$ cat config.mk
export PLATFORM = sky130hd
export DESIGN_NAME = input_conditioner
export DESIGN_NICKNAME = d
export VERILOG_FILES = /design/src/rtl/io_cond_pkg.sv /design/src/rtl/debounce_bit.sv /design/src/rtl/input_conditioner.sv
export SDC_FILE = /design/constraint.sdc
export NUM_CORES = 1
export LEC_CHECK = 0
export CAP_MARGIN = 10
export CORE_ASPECT_RATIO = 0.8
export CORE_UTILIZATION = 55
export CTS_CLUSTER_DIAMETER = 150
export CTS_CLUSTER_SIZE = 40
export DETAILED_ROUTE_END_ITERATION = 16
export GPL_ROUTABILITY_DRIVEN = 1
export PLACE_DENSITY = 0.83
export RECOVER_POWER = 100
export REMOVE_ABC_BUFFERS = 1
export SLEW_MARGIN = 0
export SYNTH_ARGS = -nofsm -noshare
export SYNTH_HDL_FRONTEND = slang
export SYNTH_SLANG_ARGS = --single-unit
$ cat constraint.sdc
create_clock -name clk -period 20.3 [get_ports clk]
set_clock_uncertainty 0.15 [all_clocks]
set_input_delay 2.03 -clock clk [delete_from_list [all_inputs] [get_ports clk]]
set_output_delay 2.03 -clock clk [all_outputs]
set_load 0.02 [all_outputs]
$ cat src/rtl/io_cond_pkg.sv
// ----------------------------------------------------------------------------
// io_cond_pkg : shared widths, field positions and helpers for input_conditioner
// Rev 1.0
// ----------------------------------------------------------------------------
`default_nettype none

package io_cond_pkg;

    localparam int BUTTON_WORD_W           = 32;
    localparam int PRESS_CNT_LSB           = 16;
    localparam int PRESS_CNT_W             = 8;
    localparam int SWITCH_WORD_W           = 16;
    localparam int MAX_KEYS                = 8;
    localparam int DEBOUNCE_CYCLES_DEFAULT = 1000000;

    typedef logic [PRESS_CNT_W-1:0] press_cnt_t;

    function automatic logic [3:0] count_ones8(input logic [MAX_KEYS-1:0] v);
        logic [3:0] n;
        n = '0;
        for (int i = 0; i < MAX_KEYS; i++) begin
            n = n + {3'b000, v[i]};
        end
        return n;
    endfunction

endpackage

`default_nettype wire

$ cat src/rtl/debounce_bit.sv
// ----------------------------------------------------------------------------
// debounce_bit : two-FF synchroniser followed by a consecutive-match debouncer
// Rev 1.0
// ----------------------------------------------------------------------------
`default_nettype none

module debounce_bit #(
    parameter int   DEBOUNCE_CYCLES = 1000000,
    parameter logic RESET_VAL       = 1'b0
) (
    input  logic clk,
    input  logic reset,
    input  logic raw,
    output logic stable
);

    localparam int CNT_W = (DEBOUNCE_CYCLES > 1) ? $clog2(DEBOUNCE_CYCLES) : 1;
    localparam logic [CNT_W-1:0] CNT_LAST = CNT_W'(DEBOUNCE_CYCLES - 1);

    logic             sync1_q, sync1_d;
    logic             sync2_q, sync2_d;
    logic             stable_q, stable_d;
    logic [CNT_W-1:0] cnt_q, cnt_d;

    // Any return to the stable value wipes the count; only an unbroken run flips the bit.
    always_comb begin
        sync1_d  = raw;
        sync2_d  = sync1_q;
        stable_d = stable_q;
        cnt_d    = '0;
        if (sync2_q != stable_q) begin
            if (cnt_q == CNT_LAST) begin
                stable_d = sync2_q;
            end else begin
                cnt_d = cnt_q + CNT_W'(1);
            end
        end
    end

    always_ff @(posedge clk or posedge reset) begin
        if (reset) begin
            sync1_q  <= RESET_VAL;
            sync2_q  <= RESET_VAL;
            stable_q <= RESET_VAL;
            cnt_q    <= '0;
        end else begin
            sync1_q  <= sync1_d;
            sync2_q  <= sync2_d;
            stable_q <= stable_d;
            cnt_q    <= cnt_d;
        end
    end

    assign stable = stable_q;

endmodule

`default_nettype wire

$ cat src/rtl/input_conditioner.sv
// ----------------------------------------------------------------------------
// input_conditioner : debounced KEY/SW front-end packing PIO button/switch words
// Rev 1.0
// ----------------------------------------------------------------------------
`default_nettype none

module input_conditioner
    import io_cond_pkg::*;
#(
    parameter int N_KEYS          = 4,
    parameter int N_SW            = 16,
    parameter int DEBOUNCE_CYCLES = DEBOUNCE_CYCLES_DEFAULT
) (
    input  logic                     clk,
    input  logic                     reset,
    input  logic [N_KEYS-1:0]        key_n_raw,
    input  logic [N_SW-1:0]          sw_raw,
    output logic [BUTTON_WORD_W-1:0] button_word,
    output logic [SWITCH_WORD_W-1:0] switch_word,
    output logic [N_KEYS-1:0]        press_pulse
);

    logic [N_KEYS-1:0]   key_stable_n;
    logic [N_KEYS-1:0]   key_pressed;
    logic [N_SW-1:0]     sw_stable;

    logic [N_KEYS-1:0]   key_prev_q, key_prev_d;
    logic [N_KEYS-1:0]   press_pulse_q, press_pulse_d;
    press_cnt_t          press_cnt_q, press_cnt_d;
    logic [MAX_KEYS-1:0] rise_ext;

    // Keys debounce in raw (active-low) polarity so reset parks them as released.
    for (genvar i = 0; i < N_KEYS; i++) begin : g_key
        debounce_bit #(
            .DEBOUNCE_CYCLES (DEBOUNCE_CYCLES),
            .RESET_VAL       (1'b1)
        ) u_db (
            .clk    (clk),
            .reset  (reset),
            .raw    (key_n_raw[i]),
            .stable (key_stable_n[i])
        );
    end

    for (genvar i = 0; i < N_SW; i++) begin : g_sw
        debounce_bit #(
            .DEBOUNCE_CYCLES (DEBOUNCE_CYCLES),
            .RESET_VAL       (1'b0)
        ) u_db (
            .clk    (clk),
            .reset  (reset),
            .raw    (sw_raw[i]),
            .stable (sw_stable[i])
        );
    end

    assign key_pressed = ~key_stable_n;

    always_comb begin
        key_prev_d    = key_pressed;
        press_pulse_d = key_pressed & ~key_prev_q;
        rise_ext      = '0;
        rise_ext[N_KEYS-1:0] = press_pulse_d;
        press_cnt_d   = press_cnt_q + PRESS_CNT_W'(count_ones8(rise_ext));
    end

    always_ff @(posedge clk or posedge reset) begin
        if (reset) begin
            key_prev_q    <= '0;
            press_pulse_q <= '0;
            press_cnt_q   <= '0;
        end else begin
            key_prev_q    <= key_prev_d;
            press_pulse_q <= press_pulse_d;
            press_cnt_q   <= press_cnt_d;
        end
    end

    // Every field below is a flop output, so each word only moves on a clock edge.
    always_comb begin
        button_word = '0;
        button_word[N_KEYS-1:0] = key_pressed;
        button_word[PRESS_CNT_LSB +: PRESS_CNT_W] = press_cnt_q;
        switch_word = '0;
        switch_word[N_SW-1:0] = sw_stable;
    end

    assign press_pulse = press_pulse_q;

endmodule

`default_nettype wire

== Yosys cells after proc, flatten, opt, wreduce, memory -nomap -nowiden ==
Cells that the tools add are included.
Storage, ports and cells
  register bits after elaboration: 476
  input port bits: 22
  logic and storage cells: 210
Operators by class
  add/sub/neg operators: 24
  equality and inequality tests: 40
  muxes and demuxes: 40
  bitwise gates (word level): 3
  reduce and logical (&&, ||, !) cells: 20
Operator list (number)
  20-bit 2-to-1 mux: 40
  20-bit by 1-bit adder with 20-bit output, second input constant: 20
  20-bit equality test, second input constant: 20
  2-bit AND reduction: 20
  1-bit inequality test: 20
  8-bit by 4-bit adder with 8-bit output: 1
  4-bit NOT: 2
  3-bit by 1-bit adder with 4-bit output: 1
  4-bit bitwise AND: 1
  2-bit by 1-bit adder with 3-bit output: 1
  1-bit by 1-bit adder with 2-bit output: 1

== Logic depth before layout (Yosys ltp) ==
  word-level depth: 6
  depth in mapped cells: 10

== Modules after synthesis ==
A second synthesis with hierarchy kept.
Second synthesis, totals
  cell total of the unflattened synthesis: 2208
  area, all modules: 23163.5 µm²
Modules (own cells, without submodules)
  debounce_bit (g_sw[0].u_db ...): times used 16, cells each 107, area an instance 1118.6 µm²
  debounce_bit (g_key[0].u_db ...): times used 4, cells each 107, area an instance 1122.3 µm²
  input_conditioner: times used 1, cells each 68, area an instance 777.0 µm²

== Worst setup path before layout ==
OpenSTA, ideal clock, no wires.
  path kind: reg-to-output
  start: register g_key[0].u_db.stable_q
  end: output button_word[0]
  arrival: 0.634 ns
  required time: 18.120 ns
  slack: 17.486 ns
  stages on the path, launching flop included: 2
  cell sequence: dfstp_2 inv_1
Between the ends
  word-level cells in the longest chain between the ends: 1
RTL lines
  start: declaration: RTL line debounce_bit.sv:22  | logic stable_q, stable_d;
  start signal: assignment: RTL line debounce_bit.sv:49  | stable_q <= stable_d;
  4-bit NOT: RTL line input_conditioner.sv:57  | assign key_pressed = ~key_stable_n;
  end: declaration: RTL line input_conditioner.sv:18  | output logic [BUTTON_WORD_W-1:0] button_word,
Every way passes these cells.

==> metrics.md <==
| Metric | Value |
|---|---|
| Largest net degree at the start of global routing | 184 |
| Period utilization | 0.336 |
| Clk slew on worst S/H paths | 0.14 ns |
| Mean number of vias per cell | 5.84 |
| # port buffers | 53 |
| Worst-Skew Late Latency | 0.56 ns |
| GRT Total Usage | 0.202 |
| Fill count | 3351 |
| Layout area overhead | 5.35% |
| YS warnings | 0 |
| Status | complete, but fails checks |
| FMAX | 147 MHz |
| Ys async rst share | 1.00 |
| Initial antenna violation count | 0 |
| First-pass GRT wire length | 74.3 mm |
| CTS tree | built |
| Final hold violation count | 0 |
| Slew HR | -2.51 |
| CTS buffer count | 15 |
| Req. time, crit path | 20.69 ns |
| Total number of vias | 16.7k |
| Failing checks | capacitance limit, slew limit |
| Register area share after synthesis | 0.520 |
| Clock buffer depth | 3 |
| CP Launch Type | input port |
| Antenna cells | 0 |
| Number of global-route vias before repair | 16.0k |
| PD cells | 60.5 nW/µm² |
| R2r startpoint | g_sw[2].u_db.cnt_q[0]$_DFF_PP0_ |
| Setup TNS | 0 ns |
| Leakage | 9.59 nW |
| Setup bufs post-CTS | 0 |
| Ports | 74 |
| Post-cts sizing count | 0 |
| Mapped Cells | 2306 |
| Detailed-route wire length | 42.6 mm |
| Post-synth EDFFs | 0 |
| Maxcap violations | 5 |
| Gpl congestion | 0.846 |
| Synthesized area | 22900 µm² |
| Worst-Margin Slew | 5.23 ns |
| Final setup violation count | 0 |
| Final net count | 2359 |
| Synth area leader | dfrtp_1 |
| FF-to-FF End | g_sw[2].u_db.cnt_q[5]$_DFF_PP0_ |
| Die area | 42500 µm² |
| Top_reg_cell synth | dfrtp_1 |
| Share of the synthesized area in the top cell type | 0.506 |
| DRC errors left | 0 |
| Worst reg2reg path depth | 5 |
| Final core occ | 0.591 |
| R2R Setup Slk | 16.33 ns |
| Worst hold path depth | 0 |
| RSZ-0062 raised after global routing | no |
| Die width | 230 µm |
| Critical Path AT | 7.21 ns |
| Synth cell types | 55 |
| Total clock sinks | 476 |
| Routed Antenna Nets | 0 |
| Most numerous cell on the critical path | buf_12 |
| HPWL Detailed | 29.3 mm |
| Min-delay src | g_key[0].u_db.sync1_q$_DFF_PP1_ |
| Minimum clock period | 6.82 ns |
| Initial Util | 0.561 |
| #FFs+latches synth | 476 |
| WHS | 0.216 ns |
| DR iter-0 viols | 1290 |
| Final Slew Violations | 203 |
| Hold_buf cts | 0 |
| Die Ht | 185 µm |
| Root Buffer | clkbuf_16 |
| Hold EP | g_key[0].u_db.sync2_q$_DFF_PP1_ |
| Peak supply drop | 0.0478 mV |
| Highest net fanout along the worst path | 183 |
| CP Capture Type | async pin |
| H-tree levels | 1 |
| CP max-delay cell | clkinvlp_2 |
| Crit path cell chain | dlygate4sd3_1 > clkinvlp_2 > buf_12 > buf_12 |
| Worst hold path type | flip-flop to flip-flop |
| Total grt overflow | 0 |
| CORE AREA | 40900 µm² |
| Rows | 66 |
| Routed len/inst | 14.9 µm |
| Share of post-route cells with drive strength above 1 | 0.0336 |
| First-pass iteration count of the detailed router | 5 |
| Post-Syn Area per Cell | 9.94 µm² |
| Synth area leaders | dfrtp_1 51%, xnor2_1 6.0%, nor2_1 5.0%, xor2_1 4.4%, nand3_1 3.4% |
| Max stage delay on crit path | 2.89 ns |
| Start-to-end type of the worst setup path | input port to async pin |
| Power consumption | 1.46 mW |
## sequential cells by signal (all words and copies together), names as in the netlist, 8 cells and up
signal,count
g_key.u_db.cnt_q,80
g_sw.u_db.stable,16
g_sw.u_db.sync1_q,16
g_sw.u_db.sync2_q,16
g_sw.u_db.cnt_q,320
press_cnt_q,8
## metrics by stage
stage	area [µm²]	worst slack, ns	std cells
3_3_place_gp	23900	15.22	2838
3_5_place_dp	23900	15.15	2838
5_1_grt	24200	12.53	2862
6_report	24200	13.48	2862
4_1_cts	24300	15.76	2860
2_1_floorplan	22500	4.86	2226
## per-layer routing
metal,part of all wire,wire length [µm],vias up,track usage
met1,0.47,20200,8283,0.285
met2,0.48,20700,300,0.344
met4,0.012,499,0,0.0307
li1,-,-,8095,-
met5,0,0,-,0
met3,0.030,1290,43,0.0218
## synthesized netlist by cell type (all sizes together), types with 2 or more instances
cell       n
dfrtp    464
nor2     308
nand3    157
xnor2    157
nand2    121
xor2     116
a21oi    112
nand4    102
inv       78
o21ai     73
or3       71
nor3      70
nor4      61
or4       59
buf       54
o31ai     51
clkbuf    45
and3      41
and4      21
ha        21
mux2      20
and2      17
nand4b    14
nor4b     14
dfstp     12
or2        8
or4b       8
nand3b     5
nor2b      5
a31o       4
fa         3
nor4bb     3
nand4bb    2
nor3b      2
## critical path, delay by kind of cell
family / cells / cell delay [ns]
buffers and inverters: 4 / 4.75
## cell usage in the layout, fill, tap and decap left out, types with 15 or more instances in the layout
master,count
a21oi_1,111
and3_1,41
and4_1,21
clkbuf_1,20
clkbuf_16,15
conb_1,20
dfrtp_1,464
dlygate4sd3_1,53
ha_1,21
inv_1,77
mux2_2,20
nand2_1,121
nand3_1,154
nand4_1,99
nor2_1,308
nor3_1,70
nor4_1,61
o21ai_0,73
o31ai_1,48
or3_1,69
or4_1,56
xnor2_1,157
xor2_1,116
## cells by family (layout without fill, tap and decap cells)
family / after synthesis / in the layout / synth area share
buffers and inverters: 177 / 170 / 0.0358
AO/OA/AOI/OAI: 244 / 244 / 0.0631
flip-flops: 476 / 476 / 0.520
adder cells (fa/ha/maj): 24 / 24 / 0.0141
AND/OR/NAND/NOR: 1091 / 1091 / 0.253
other: 1 / 20 / 0.000164
multiplexers: 20 / 20 / 0.00982
XOR/XNOR: 273 / 273 / 0.104
## power by group
group / total, mW / internal [mW] / switching (mW)
clock: 0.425 / 0.154 / 0.271
sequential: 0.976 / 0.963 / 0.0138
combinational: 0.0605 / 0.0156 / 0.0450
total: 1.46 / 1.13 / 0.330
## how the worst max path moves through the flow
stage	start	end	slack, ns	cells past startpoint
2_1_floorplan	reset	g_key[0].u_db.cnt_q[0]$_DFF_PP0_	4.86	1
3_3_place_gp	reset	g_sw[2].u_db.cnt_q[6]$_DFF_PP0_	15.22	4
3_5_place_dp	reset	g_sw[2].u_db.cnt_q[6]$_DFF_PP0_	15.15	4
4_1_cts	reset	g_sw[2].u_db.cnt_q[6]$_DFF_PP0_	15.76	4
5_1_grt	reset	g_sw[2].u_db.cnt_q[19]$_DFF_PP0_	12.53	4
6_report	reset	g_sw[8].u_db.cnt_q[14]$_DFF_PP0_	13.48	4
## layout make-up
| class | instances | area [µm²] | share of cell area |
|---|---|---|---|
| timing repair buffer | 70 | 627 | 0.0260 |
| inverter | 78 | 294 | 0.0122 |
| sequential | 476 | 11900 | 0.494 |
| multi-input combinational | 1672 | 10200 | 0.422 |
| clock buffer | 20 | 394 | 0.0163 |
| tap | 544 | 681 | 0.0282 |
| clock inverter | 2 | 38.8 | 0.00161 |
Note: power is estimated with default switching activity, not from simulation.
